$ cat src/rtl/fifo_pkg.sv
// fifo_pkg: sizing helpers and the status-flag bundle shared by the FIFO
// family (sync_fifo, async_fifo).
//   fifo_depth(addrsize) : number of entries, 1 << addrsize
//   fifo_cnt_w(addrsize) : occupancy counter width, addrsize + 1 (holds 0..DEPTH)
//   fifo_flags_t         : {full, empty, afull, aempty}
package fifo_pkg;

  function automatic int fifo_depth(input int addrsize);
    return 32'd1 << addrsize;
  endfunction

  function automatic int fifo_cnt_w(input int addrsize);
    return addrsize + 32'd1;
  endfunction

  typedef struct packed {
    logic full;
    logic empty;
    logic afull;
    logic aempty;
  } fifo_flags_t;

endpackage

$ cat src/rtl/sync_fifo_ram.sv
// sync_fifo_ram: dual-port storage for sync_fifo.
//   clk      in   clock
//   rst_n    in   async active-low reset (read register only; the array is not reset)
//   i_we     in   write enable
//   i_waddr  in   write address
//   i_wdata  in   write data
//   i_re     in   read enable; loads o_rdata on the next edge
//   i_raddr  in   read address
//   o_rdata  out  registered read data, holds its value when i_re is low
module sync_fifo_ram
  import fifo_pkg::*;
#(
  parameter int DATASIZE = 8,
  parameter int ADDRSIZE = 4
) (
  input  logic                clk,
  input  logic                rst_n,
  input  logic                i_we,
  input  logic [ADDRSIZE-1:0] i_waddr,
  input  logic [DATASIZE-1:0] i_wdata,
  input  logic                i_re,
  input  logic [ADDRSIZE-1:0] i_raddr,
  output logic [DATASIZE-1:0] o_rdata
);

  localparam int DEPTH = fifo_depth(ADDRSIZE);

  logic [DATASIZE-1:0] r_mem [DEPTH];
  logic [DATASIZE-1:0] r_rdata;

  // Storage array write; deliberately unreset so it maps onto plain RAM.
  always_ff @(posedge clk) begin
    if (i_we) begin
      r_mem[i_waddr] <= i_wdata;
    end
  end

  // Registered read port; keeps the last word when no read is requested.
  always_ff @(posedge clk or negedge rst_n) begin
    if (!rst_n) begin
      r_rdata <= {DATASIZE{1'b0}};
    end else if (i_re) begin
      r_rdata <= r_mem[i_raddr];
    end else begin
      r_rdata <= r_rdata;
    end
  end

  assign o_rdata = r_rdata;

endmodule

$ cat src/rtl/sync_fifo.sv
// sync_fifo: single-clock FIFO with occupancy count, almost-full/almost-empty
// thresholds and a registered read port (1-cycle read latency).
// Optional feature: define SYNC_FIFO_ERR_EN to enable the sticky
// overflow/underflow flags; otherwise they are constant 0 and err_clr is ignored.
//   clk, rst_n        clock, async active-low reset
//   winc, wdata       write request / data (dropped while full)
//   rinc              read request (dropped while empty)
//   rdata, rvalid     read data; rvalid marks a read accepted on the previous edge
//   full, empty       count == DEPTH / count == 0
//   almost_full       count >= AFULL_LEVEL
//   almost_empty      count <= AEMPTY_LEVEL
//   count             occupancy 0..DEPTH
//   err_clr           clears sticky error flags
//   overflow          sticky: write attempted while full
//   underflow         sticky: read attempted while empty
module sync_fifo
  import fifo_pkg::*;
#(
  parameter int DATASIZE     = 8,
  parameter int ADDRSIZE     = 4,
  parameter int AFULL_LEVEL  = 12,
  parameter int AEMPTY_LEVEL = 2
) (
  input  logic                clk,
  input  logic                rst_n,
  input  logic                winc,
  input  logic [DATASIZE-1:0] wdata,
  input  logic                rinc,
  output logic [DATASIZE-1:0] rdata,
  output logic                rvalid,
  output logic                full,
  output logic                empty,
  output logic                almost_full,
  output logic                almost_empty,
  output logic [ADDRSIZE:0]   count,
  input  logic                err_clr,
  output logic                overflow,
  output logic                underflow
);

  localparam int DEPTH = fifo_depth(ADDRSIZE);
  localparam int CNT_W = fifo_cnt_w(ADDRSIZE);

  localparam logic [CNT_W-1:0]  CNT_DEPTH  = CNT_W'(DEPTH);
  localparam logic [CNT_W-1:0]  CNT_AFULL  = CNT_W'(AFULL_LEVEL);
  localparam logic [CNT_W-1:0]  CNT_AEMPTY = CNT_W'(AEMPTY_LEVEL);
  localparam logic [CNT_W-1:0]  CNT_ZERO   = CNT_W'(0);
  localparam logic [CNT_W-1:0]  CNT_ONE    = CNT_W'(1);
  localparam logic [ADDRSIZE:0] PTR_ONE    = (ADDRSIZE+1)'(1);

  logic [ADDRSIZE:0] r_wptr;
  logic [ADDRSIZE:0] r_rptr;
  logic [CNT_W-1:0]  r_count;
  logic              r_rvalid;
  logic              r_overflow;
  logic              r_underflow;

  fifo_flags_t       w_flags;
  logic              w_wr_en;
  logic              w_rd_en;
  logic [DATASIZE-1:0] w_rdata;

  // Status flags decoded from the registered count only, so they never glitch
  // on pointer transitions.
  always_comb begin
    w_flags        = fifo_flags_t'(4'b0000);
    w_flags.full   = (r_count == CNT_DEPTH);
    w_flags.empty  = (r_count == CNT_ZERO);
    w_flags.afull  = (r_count >= CNT_AFULL);
    w_flags.aempty = (r_count <= CNT_AEMPTY);
  end

  // Acceptance uses the pre-edge flags: a simultaneous read does not make room
  // for a write when full, and a simultaneous write is not readable when empty.
  assign w_wr_en = winc && !w_flags.full;
  assign w_rd_en = rinc && !w_flags.empty;

  // Pointers wrap naturally; the MSB is the wrap bit.
  always_ff @(posedge clk or negedge rst_n) begin
    if (!rst_n) begin
      r_wptr <= {(ADDRSIZE+1){1'b0}};
      r_rptr <= {(ADDRSIZE+1){1'b0}};
    end else begin
      r_wptr <= w_wr_en ? (r_wptr + PTR_ONE) : r_wptr;
      r_rptr <= w_rd_en ? (r_rptr + PTR_ONE) : r_rptr;
    end
  end

  // Occupancy count and read-valid strobe.
  always_ff @(posedge clk or negedge rst_n) begin
    if (!rst_n) begin
      r_count  <= CNT_ZERO;
      r_rvalid <= 1'b0;
    end else begin
      case ({w_wr_en, w_rd_en})
        2'b10:   r_count <= r_count + CNT_ONE;
        2'b01:   r_count <= r_count - CNT_ONE;
        default: r_count <= r_count;
      endcase
      r_rvalid <= w_rd_en;
    end
  end

`ifdef SYNC_FIFO_ERR_EN
  // Sticky error flags; a new error in the same cycle wins over err_clr.
  always_ff @(posedge clk or negedge rst_n) begin
    if (!rst_n) begin
      r_overflow  <= 1'b0;
      r_underflow <= 1'b0;
    end else begin
      if (winc && w_flags.full) begin
        r_overflow <= 1'b1;
      end else if (err_clr) begin
        r_overflow <= 1'b0;
      end else begin
        r_overflow <= r_overflow;
      end
      if (rinc && w_flags.empty) begin
        r_underflow <= 1'b1;
      end else if (err_clr) begin
        r_underflow <= 1'b0;
      end else begin
        r_underflow <= r_underflow;
      end
    end
  end
`else
  logic w_unused_err_clr;
  assign w_unused_err_clr = err_clr;

  // Error reporting compiled out: flags held at zero.
  always_ff @(posedge clk or negedge rst_n) begin
    if (!rst_n) begin
      r_overflow  <= 1'b0;
      r_underflow <= 1'b0;
    end else begin
      r_overflow  <= 1'b0;
      r_underflow <= 1'b0;
    end
  end
`endif

  sync_fifo_ram #(
    .DATASIZE (DATASIZE),
    .ADDRSIZE (ADDRSIZE)
  ) u_ram (
    .clk     (clk),
    .rst_n   (rst_n),
    .i_we    (w_wr_en),
    .i_waddr (r_wptr[ADDRSIZE-1:0]),
    .i_wdata (wdata),
    .i_re    (w_rd_en),
    .i_raddr (r_rptr[ADDRSIZE-1:0]),
    .o_rdata (w_rdata)
  );

  assign rdata        = w_rdata;
  assign rvalid       = r_rvalid;
  assign full         = w_flags.full;
  assign empty        = w_flags.empty;
  assign almost_full  = w_flags.afull;
  assign almost_empty = w_flags.aempty;
  assign count        = r_count;
  assign overflow     = r_overflow;
  assign underflow    = r_underflow;

endmodule

$ cat config.mk
export PLATFORM = sky130hd
export DESIGN_NAME = sync_fifo
export DESIGN_NICKNAME = d
export VERILOG_FILES = /design/src/rtl/fifo_pkg.sv /design/src/rtl/sync_fifo_ram.sv /design/src/rtl/sync_fifo.sv
export SDC_FILE = /design/constraint.sdc
export NUM_CORES = 1
export LEC_CHECK = 0
export CELL_PAD_IN_SITES_DETAIL_PLACEMENT = 1
export CELL_PAD_IN_SITES_GLOBAL_PLACEMENT = 1
export CORE_UTILIZATION = 52
export DETAILED_ROUTE_END_ITERATION = 8
export PLACE_DENSITY_LB_ADDON = 0.25
export REMOVE_ABC_BUFFERS = 1
export SETUP_SLACK_MARGIN = 0.5
export SLEW_MARGIN = 10
export SYNTH_ARGS = -nofsm -noshare
export SYNTH_HDL_FRONTEND = slang
export SYNTH_HIERARCHICAL = 1
export SYNTH_SLANG_ARGS = --single-unit
$ cat constraint.sdc
create_clock -name clk -period 3.2 [get_ports clk]
set_clock_uncertainty 0.05 [all_clocks]
set_input_delay 0.8 -clock clk [delete_from_list [all_inputs] [get_ports clk]]
set_output_delay 0.8 -clock clk [all_outputs]
set_load 0.05 [all_outputs]
Word-level counts from Yosys, hierarchy flattened:

Memory sizes are Yosys's and may differ from the RTL's. A register that Yosys moved wholly into a read port is not among the register bits.
Index checks and enable logic that the tools add are counted.

* input bits: 13
* memories kept: 1
* output and inout port bits: 20
* register bits after elaboration: 16
* logic and storage cells: 24
* bits in writable memories: 128

* reduce and logical (&&, ||, !) cells: 7
* equal/unequal tests: 3
* add/subtract/negate cells: 4
* order comparisons: 2
* muxes and demuxes: 3

Memory list
* u_ram.r_mem: depth 16, bits a word 8, read ports 1, clocked after Yosys merged registers in 1, write ports 1, line sync_fifo_ram.sv:28 `logic [DATASIZE-1:0] r_mem [DEPTH];`

Operators by type and width (count)
* adder 5 x 1 -> 5 bit (second input constant): 3
* one-hot mux 5 bit (2 select lines): 1
* equality test 5 bit (second input constant): 1
* >= comparator 5 x 4 -> 1 bit (second input constant): 1
* less-or-equal comparator 5 x 2 -> 1 bit (second input constant): 1
* zero test 5 bit: 1
* subtractor 5 x 1 -> 5 bit (second input constant): 1
* zero test 1 bit: 3
* equality test 2 x 1 -> 1 bit (second input constant): 1
* equality test 2 bit (second input constant): 1
* logical AND 1 bit: 2
* two-way mux 1 bit: 2
* nonzero test 2 bit: 1

Longest topological paths before layout:

* depth after elaboration: 5
* depth in mapped cells: 8
* gate-level depth less buffers: 8

Cells and area by module:

The synthesis kept the hierarchy.

By module, submodules not included
* sync_fifo_ram: area an instance 5331.4 µm², sequential area each 4043.9 µm², cells each 240, instances 1
* sync_fifo: area an instance 853.3 µm², sequential area each 350.3 µm², cells each 77, instances 1

Least setup slack after synthesis:

No wires, ideal clock.

* kind: reg-to-output
* start point: register r_count[4], in the netlist count[4]
* end point: output almost_empty
* cell stages (with the launch flop): 3
* required time: 2350 ps
* buffers on the path: 1
* path slack: -991 ps
* arrival: 3341 ps
* path through: dfrtp_1 -> clkbuf_1 -> a2111oi_0

* cells in the longest elaborated chain, start to end: 1

Ends and longest elaborated chain
* start, declared: line sync_fifo.sv:53 `logic [CNT_W-1:0] r_count;`
* start signal, assigned: line sync_fifo.sv:96 `2'b10: r_count <= r_count + CNT_ONE;`
* start signal, assigned: line sync_fifo.sv:97 `2'b01: r_count <= r_count - CNT_ONE;`
* start signal, assigned: line sync_fifo.sv:98 `default: r_count <= r_count;`
* less-or-equal comparator 5 x 2 -> 1 bit: line sync_fifo.sv:70 `w_flags.aempty = (r_count <= CNT_AEMPTY);`
* end, declared: line sync_fifo.sv:34 `output logic almost_empty,`

No other way between the ends.

Worst setup path after layout:

* start point: register r_count[3], in the netlist count[3]
* end point: register r_count[4], in the netlist count[4]

* cells in the longest elaborated chain, start to end: 5
* elaborated cells on any way between the ends: 12
* classes of those cells: 2 x add/sub; 3 x eq/ne; 1 x mux; 6 x reduce/logical

Ends and longest elaborated chain
* zero test 5 bit (*): line sync_fifo.sv:68 `w_flags.empty = (r_count == CNT_ZERO);`
* zero test 1 bit (*): line sync_fifo.sv:76 `assign w_rd_en = rinc && !w_flags.empty;`
* logical AND 1 bit (*): line sync_fifo.sv:76
* net w_rd_en: line sync_fifo.sv:60 `logic w_rd_en;`
* equality test 2 x 1 -> 1 bit or equality test 2 bit (tied branches): line sync_fifo.sv:95 `case ({w_wr_en, w_rd_en})`
* one-hot mux 5 bit (2 select lines) or nonzero test 2 bit (tied branches)

Mark *: on every way through the listed nets, which the timed path passes. The rest lies on a longest branch.
A chain may end at the register's enable or synchronous reset.

==> metrics.txt <==
# TYPE chip_impl_metric gauge
chip_impl_metric{name="drv.max_cap_violation_count",unit=""} 0
chip_impl_metric{name="placement_rows",unit=""} 39
chip_impl_info{name="list_of_cells_traversed_by_the_critical_path",value="or4_4 > o21ai_4 > inv_2 > ha_4 > ha_2 > buf_4 > a21oi_1 > a2111o_1 > o211ai_1"} 1
chip_impl_metric{name="layout_setup_ws",unit="ns"} 0.572
chip_impl_metric{name="holdWs",unit="ns"} 0.493
chip_impl_info{name="critical_path.slowest_cell",value="sky130_fd_sc_hd__or4_4"} 1
chip_impl_metric{name="number_of_antenna_violations_at_the_first_check_in_global_routing",unit=""} 0
chip_impl_metric{name="ir_worst_vdd",unit="mV"} 0.489
chip_impl_metric{name="finalSetupViolations",unit=""} 0
chip_impl_metric{name="worst_setup_hold_path_clk_slew",unit="ns"} 0.06
chip_impl_metric{name="pin_count",unit=""} 33
chip_impl_metric{name="fillCellCount",unit=""} 982
chip_impl_info{name="synth_ff_type",value="sky130_fd_sc_hd__edfxtp_1"} 1
chip_impl_info{name="holdCritStartpoint",value="r_wptr[3]$_DFFE_PN0P_"} 1
chip_impl_metric{name="drt_drc",unit=""} 8
chip_impl_metric{name="powerDensity",unit="mW/mm^2"} 965
chip_impl_info{name="cp_top_family",value="compound AO/OA/AOI/OAI gates"} 1
chip_impl_metric{name="detailedPlace.worstSlack",unit="ns"} 0.0433
chip_impl_metric{name="area_growth_syn_to_layout",unit="%"} 19.1
chip_impl_info{name="clk_root_buffer_cell",value="sky130_fd_sc_hd__clkbuf_16"} 1
chip_impl_metric{name="wl",unit="um"} 13300
chip_impl_info{name="synth_area_leaders",value="sky130_fd_sc_hd__edfxtp_1 (62%), sky130_fd_sc_hd__mux4_2 (9.5%), sky130_fd_sc_hd__dfrtp_1 (8.9%)"} 1
chip_impl_metric{name="drt-wirelength-per-cell",unit="um"} 24.7
chip_impl_info{name="tritoncts",value="built"} 1
chip_impl_metric{name="synth.avg_cell_area",unit="sq um"} 19.5
chip_impl_metric{name="globalplace.congestion",unit=""} 0.771
chip_impl_metric{name="achievable_clock_frequency",unit="MHz"} 381
chip_impl_info{name="layout.cells.most_common_list",value="sky130_fd_sc_hd__edfxtp_1 (128), sky130_fd_sc_hd__buf_4 (34), sky130_fd_sc_hd__mux4_2 (26)"} 1
chip_impl_metric{name="critical_path_max_stage_delay",unit="ns"} 0.56
chip_impl_metric{name="clock_network_latency_to_the_later_pin_of_the_worst_skew_pair",unit="ns"} 0.42
chip_impl_metric{name="core_area",unit="sq mm"} 0.0115
chip_impl_info{name="final_common_cell",value="sky130_fd_sc_hd__edfxtp_1"} 1
chip_impl_metric{name="ant_nets",unit=""} 0
chip_impl_info{name="failed_checks",value="DRC"} 1
chip_impl_metric{name="stdcell_count",unit=""} 539
chip_impl_metric{name="gr-total-overflow",unit=""} 0
chip_impl_metric{name="hold_viol_final",unit=""} 0
chip_impl_metric{name="ys_seq_area_share",unit="%"} 71.0
chip_impl_metric{name="cts_htree_levels",unit=""} 4
chip_impl_metric{name="grt_pass1_vias",unit=""} 3530
chip_impl_metric{name="place_hpwl",unit="um"} 8400
chip_impl_metric{name="netlist.area_leader.share",unit="%"} 62.1
chip_impl_metric{name="clock_path_buffers",unit=""} 2
chip_impl_metric{name="netlist_instances",unit=""} 317
chip_impl_metric{name="die_area",unit="sq mm"} 0.0123
chip_impl_info{name="critical_path.endpoint_type",value="flop"} 1
chip_impl_metric{name="gr-usage-all-layers",unit="%"} 24.0
chip_impl_metric{name="die_height",unit="um"} 111
chip_impl_info{name="rsz0062_at_grt",value="yes"} 1
chip_impl_info{name="cp_launch_type",value="flop"} 1
chip_impl_info{name="synth_top_area_cell",value="sky130_fd_sc_hd__edfxtp_1"} 1
chip_impl_metric{name="timing.critical_path.arrival",unit="ns"} 2.91
chip_impl_metric{name="ys_types",unit=""} 49
chip_impl_metric{name="grt_start_max_net_pins",unit=""} 35
chip_impl_metric{name="initial_core_util",unit="%"} 53.7
chip_impl_info{name="run_status",value="complete, but fails checks"} 1
chip_impl_metric{name="synth.ff_latch_count",unit=""} 150
chip_impl_metric{name="totalNegativeSetupSlack",unit="ns"} 0
chip_impl_metric{name="numPortBuffers",unit=""} 29
chip_impl_info{name="first_element_of_the_critical_path",value="count[3]$_DFFE_PN0P_"} 1
chip_impl_metric{name="post_synth_instance_area",unit="sq mm"} 0.00618
chip_impl_metric{name="drive_gt1_share",unit="%"} 30.1
chip_impl_metric{name="antenna_fix_cells",unit=""} 0
chip_impl_metric{name="synth_edf_count",unit=""} 128
chip_impl_metric{name="vias_per_cell",unit=""} 5.93
chip_impl_metric{name="timing.max_slew.rel_slack",unit="%"} 62.3
chip_impl_metric{name="routed-via-count",unit=""} 3195
chip_impl_metric{name="grt_first_pass_wirelength",unit="um"} 20800
chip_impl_metric{name="cts_hold_repair.buffers",unit=""} 0
chip_impl_metric{name="dieWidth",unit="um"} 111
chip_impl_metric{name="leakage_component_of_the_power",unit="nW"} 2.55
chip_impl_metric{name="cts_buffers",unit=""} 17
chip_impl_info{name="kind_of_critical_path",value="flop to flop"} 1
chip_impl_metric{name="worst-path-max-fanout",unit=""} 6
chip_impl_metric{name="cell_count_post_placement",unit=""} 500
chip_impl_metric{name="yosys_warnings",unit=""} 6
chip_impl_metric{name="worst-r2r-setup-slack",unit="ns"} 0.57
chip_impl_metric{name="report.final.slew_viol_count",unit=""} 0
chip_impl_metric{name="timing.final.crit_period",unit="ns"} 2.63
chip_impl_metric{name="timing_worst_slew_pin_value",unit="ns"} 0.566
chip_impl_metric{name="drt_iter0_markers",unit=""} 208
chip_impl_metric{name="critical_path_required",unit="ns"} 3.48
chip_impl_metric{name="pre_repair_dr_iteration_count",unit=""} 8
chip_impl_metric{name="worstPathBufferInverterCount",unit=""} 2
chip_impl_info{name="reg2reg_from",value="count[3]$_DFFE_PN0P_"} 1
chip_impl_metric{name="clkSinkCount",unit=""} 150
chip_impl_metric{name="asyncSetResetFlopFracSynth",unit="%"} 14.7
chip_impl_metric{name="period_share",unit="%"} 82.1
chip_impl_info{name="hold_path_class",value="flop to flop"} 1
chip_impl_metric{name="nets",unit=""} 403
==> worst reg2reg max path, cell delays in order, from the launching register on <==
cell                       delay [ns]
sky130_fd_sc_hd__dfrtp_2         0.43
sky130_fd_sc_hd__or4_4           0.56
sky130_fd_sc_hd__o21ai_4         0.16
sky130_fd_sc_hd__inv_2           0.07
sky130_fd_sc_hd__ha_4            0.18
sky130_fd_sc_hd__ha_2            0.33
sky130_fd_sc_hd__buf_4           0.13
sky130_fd_sc_hd__a21oi_1         0.09
sky130_fd_sc_hd__a2111o_1        0.43
sky130_fd_sc_hd__o211ai_1        0.12
==> stage by stage <==
| stage | util (%) | total power (W) | area [sq um] |
|---|---|---|---|
| 5_1_grt | 64.0 | 0.00740 | 7370 |
| 6_report | 64.0 | 0.00711 | 7370 |
| 3_5_place_dp | 58.3 | 0.00516 | 6720 |
| 2_1_floorplan | - | 0.00431 | 6040 |
| 4_1_cts | 63.9 | 0.00715 | 7360 |
| 3_3_place_gp | 58.3 | 0.00507 | 6720 |
==> final timing paths <==
path	endpoint	depth (start not counted)
max	count[4]$_DFFE_PN0P_	9
min reg2reg	r_wptr[3]$_DFFE_PN0P_	1
min	r_wptr[3]$_DFFE_PN0P_	1
max in group asynchronous	count[3]$_DFFE_PN0P_	2
min in group asynchronous	count[2]$_DFFE_PN0P_	2
max reg2reg	count[4]$_DFFE_PN0P_	9
==> sequential cells by signal, summed over array words and instances (netlist names) <==
register and count:
u_ram/r_mem 128, r_wptr 4, count 5, u_ram/o_rdata 8, r_rptr 4, rvalid 1
==> power breakdown <==
group	total, W	leakage [nW]	internal, W	switching, W
clock network	0.00190	0.265	0.00113	0.000764
registers	0.00267	1.41	0.00245	0.000220
logic	0.00254	0.875	0.00109	0.00145
total	0.00711	2.55	0.00467	0.00243
==> final cells by class <==
type | count | area, sq um | share of cell area [%]
Clock buffer | 17 | 425 | 5.78
Clock inverter | 15 | 139 | 1.89
Inverter | 4 | 15.0 | 0.204
Multi-Input combinational cell | 146 | 1660 | 22.5
Sequential cell | 150 | 4400 | 59.7
Tap cell | 143 | 179 | 2.43
Timing Repair Buffer | 64 | 552 | 7.49
==> Yosys cell counts, types with 2 or more instances <==
cell                       number
sky130_fd_sc_hd__buf_4          3
sky130_fd_sc_hd__ha_1           6
sky130_fd_sc_hd__buf_1          5
sky130_fd_sc_hd__nor3b_1        5
sky130_fd_sc_hd__nor3_1         4
sky130_fd_sc_hd__buf_12         2
sky130_fd_sc_hd__o22ai_1        7
sky130_fd_sc_hd__xor2_1         3
sky130_fd_sc_hd__and2_1         2
sky130_fd_sc_hd__mux2i_1        8
sky130_fd_sc_hd__mux4_1         6
sky130_fd_sc_hd__nand3_1        4
sky130_fd_sc_hd__xnor2_1        5
sky130_fd_sc_hd__a21oi_1        6
sky130_fd_sc_hd__edfxtp_1     128
sky130_fd_sc_hd__o21ai_0        2
sky130_fd_sc_hd__mux4_2        26
sky130_fd_sc_hd__nand2_1        3
sky130_fd_sc_hd__buf_2          2
sky130_fd_sc_hd__dfrtp_1       22
sky130_fd_sc_hd__mux2_2         2
sky130_fd_sc_hd__nand3b_1       2
sky130_fd_sc_hd__nand2b_1       3
sky130_fd_sc_hd__buf_6          5
sky130_fd_sc_hd__mux2_1         2
sky130_fd_sc_hd__inv_1          4
sky130_fd_sc_hd__a221oi_2       8
sky130_fd_sc_hd__nor2_1        21
==> metal layers <==
metal	global-route usage (%)	routed length, um
met3	5.85	642
met2	40.3	6960
met4	9.28	260
met5	0	0
met1	30.6	5430
==> repair_timing <==
item	4_1_cts	5_1_grt
gates resized for setup	20	8
endpoints found under the setup margin	6	5
setup buffers	6	1
pin swaps	4	4
==> cells by family after synthesis <==
logic type               Yosys count  share of synthesized area [%]
XOR/XNOR                           8                           1.13
buffers and inverters             22                           2.69
adder cells (fa/ha/maj)            7                           1.54
other                              1                         0.0606
AND/OR/NAND/NOR                   52                           4.61
AO/OA/AOI/OAI                     33                           4.88
flip-flops                       150                           71.1
multiplexers                      44                           14.0
Power figures use the tool's default switching activity.
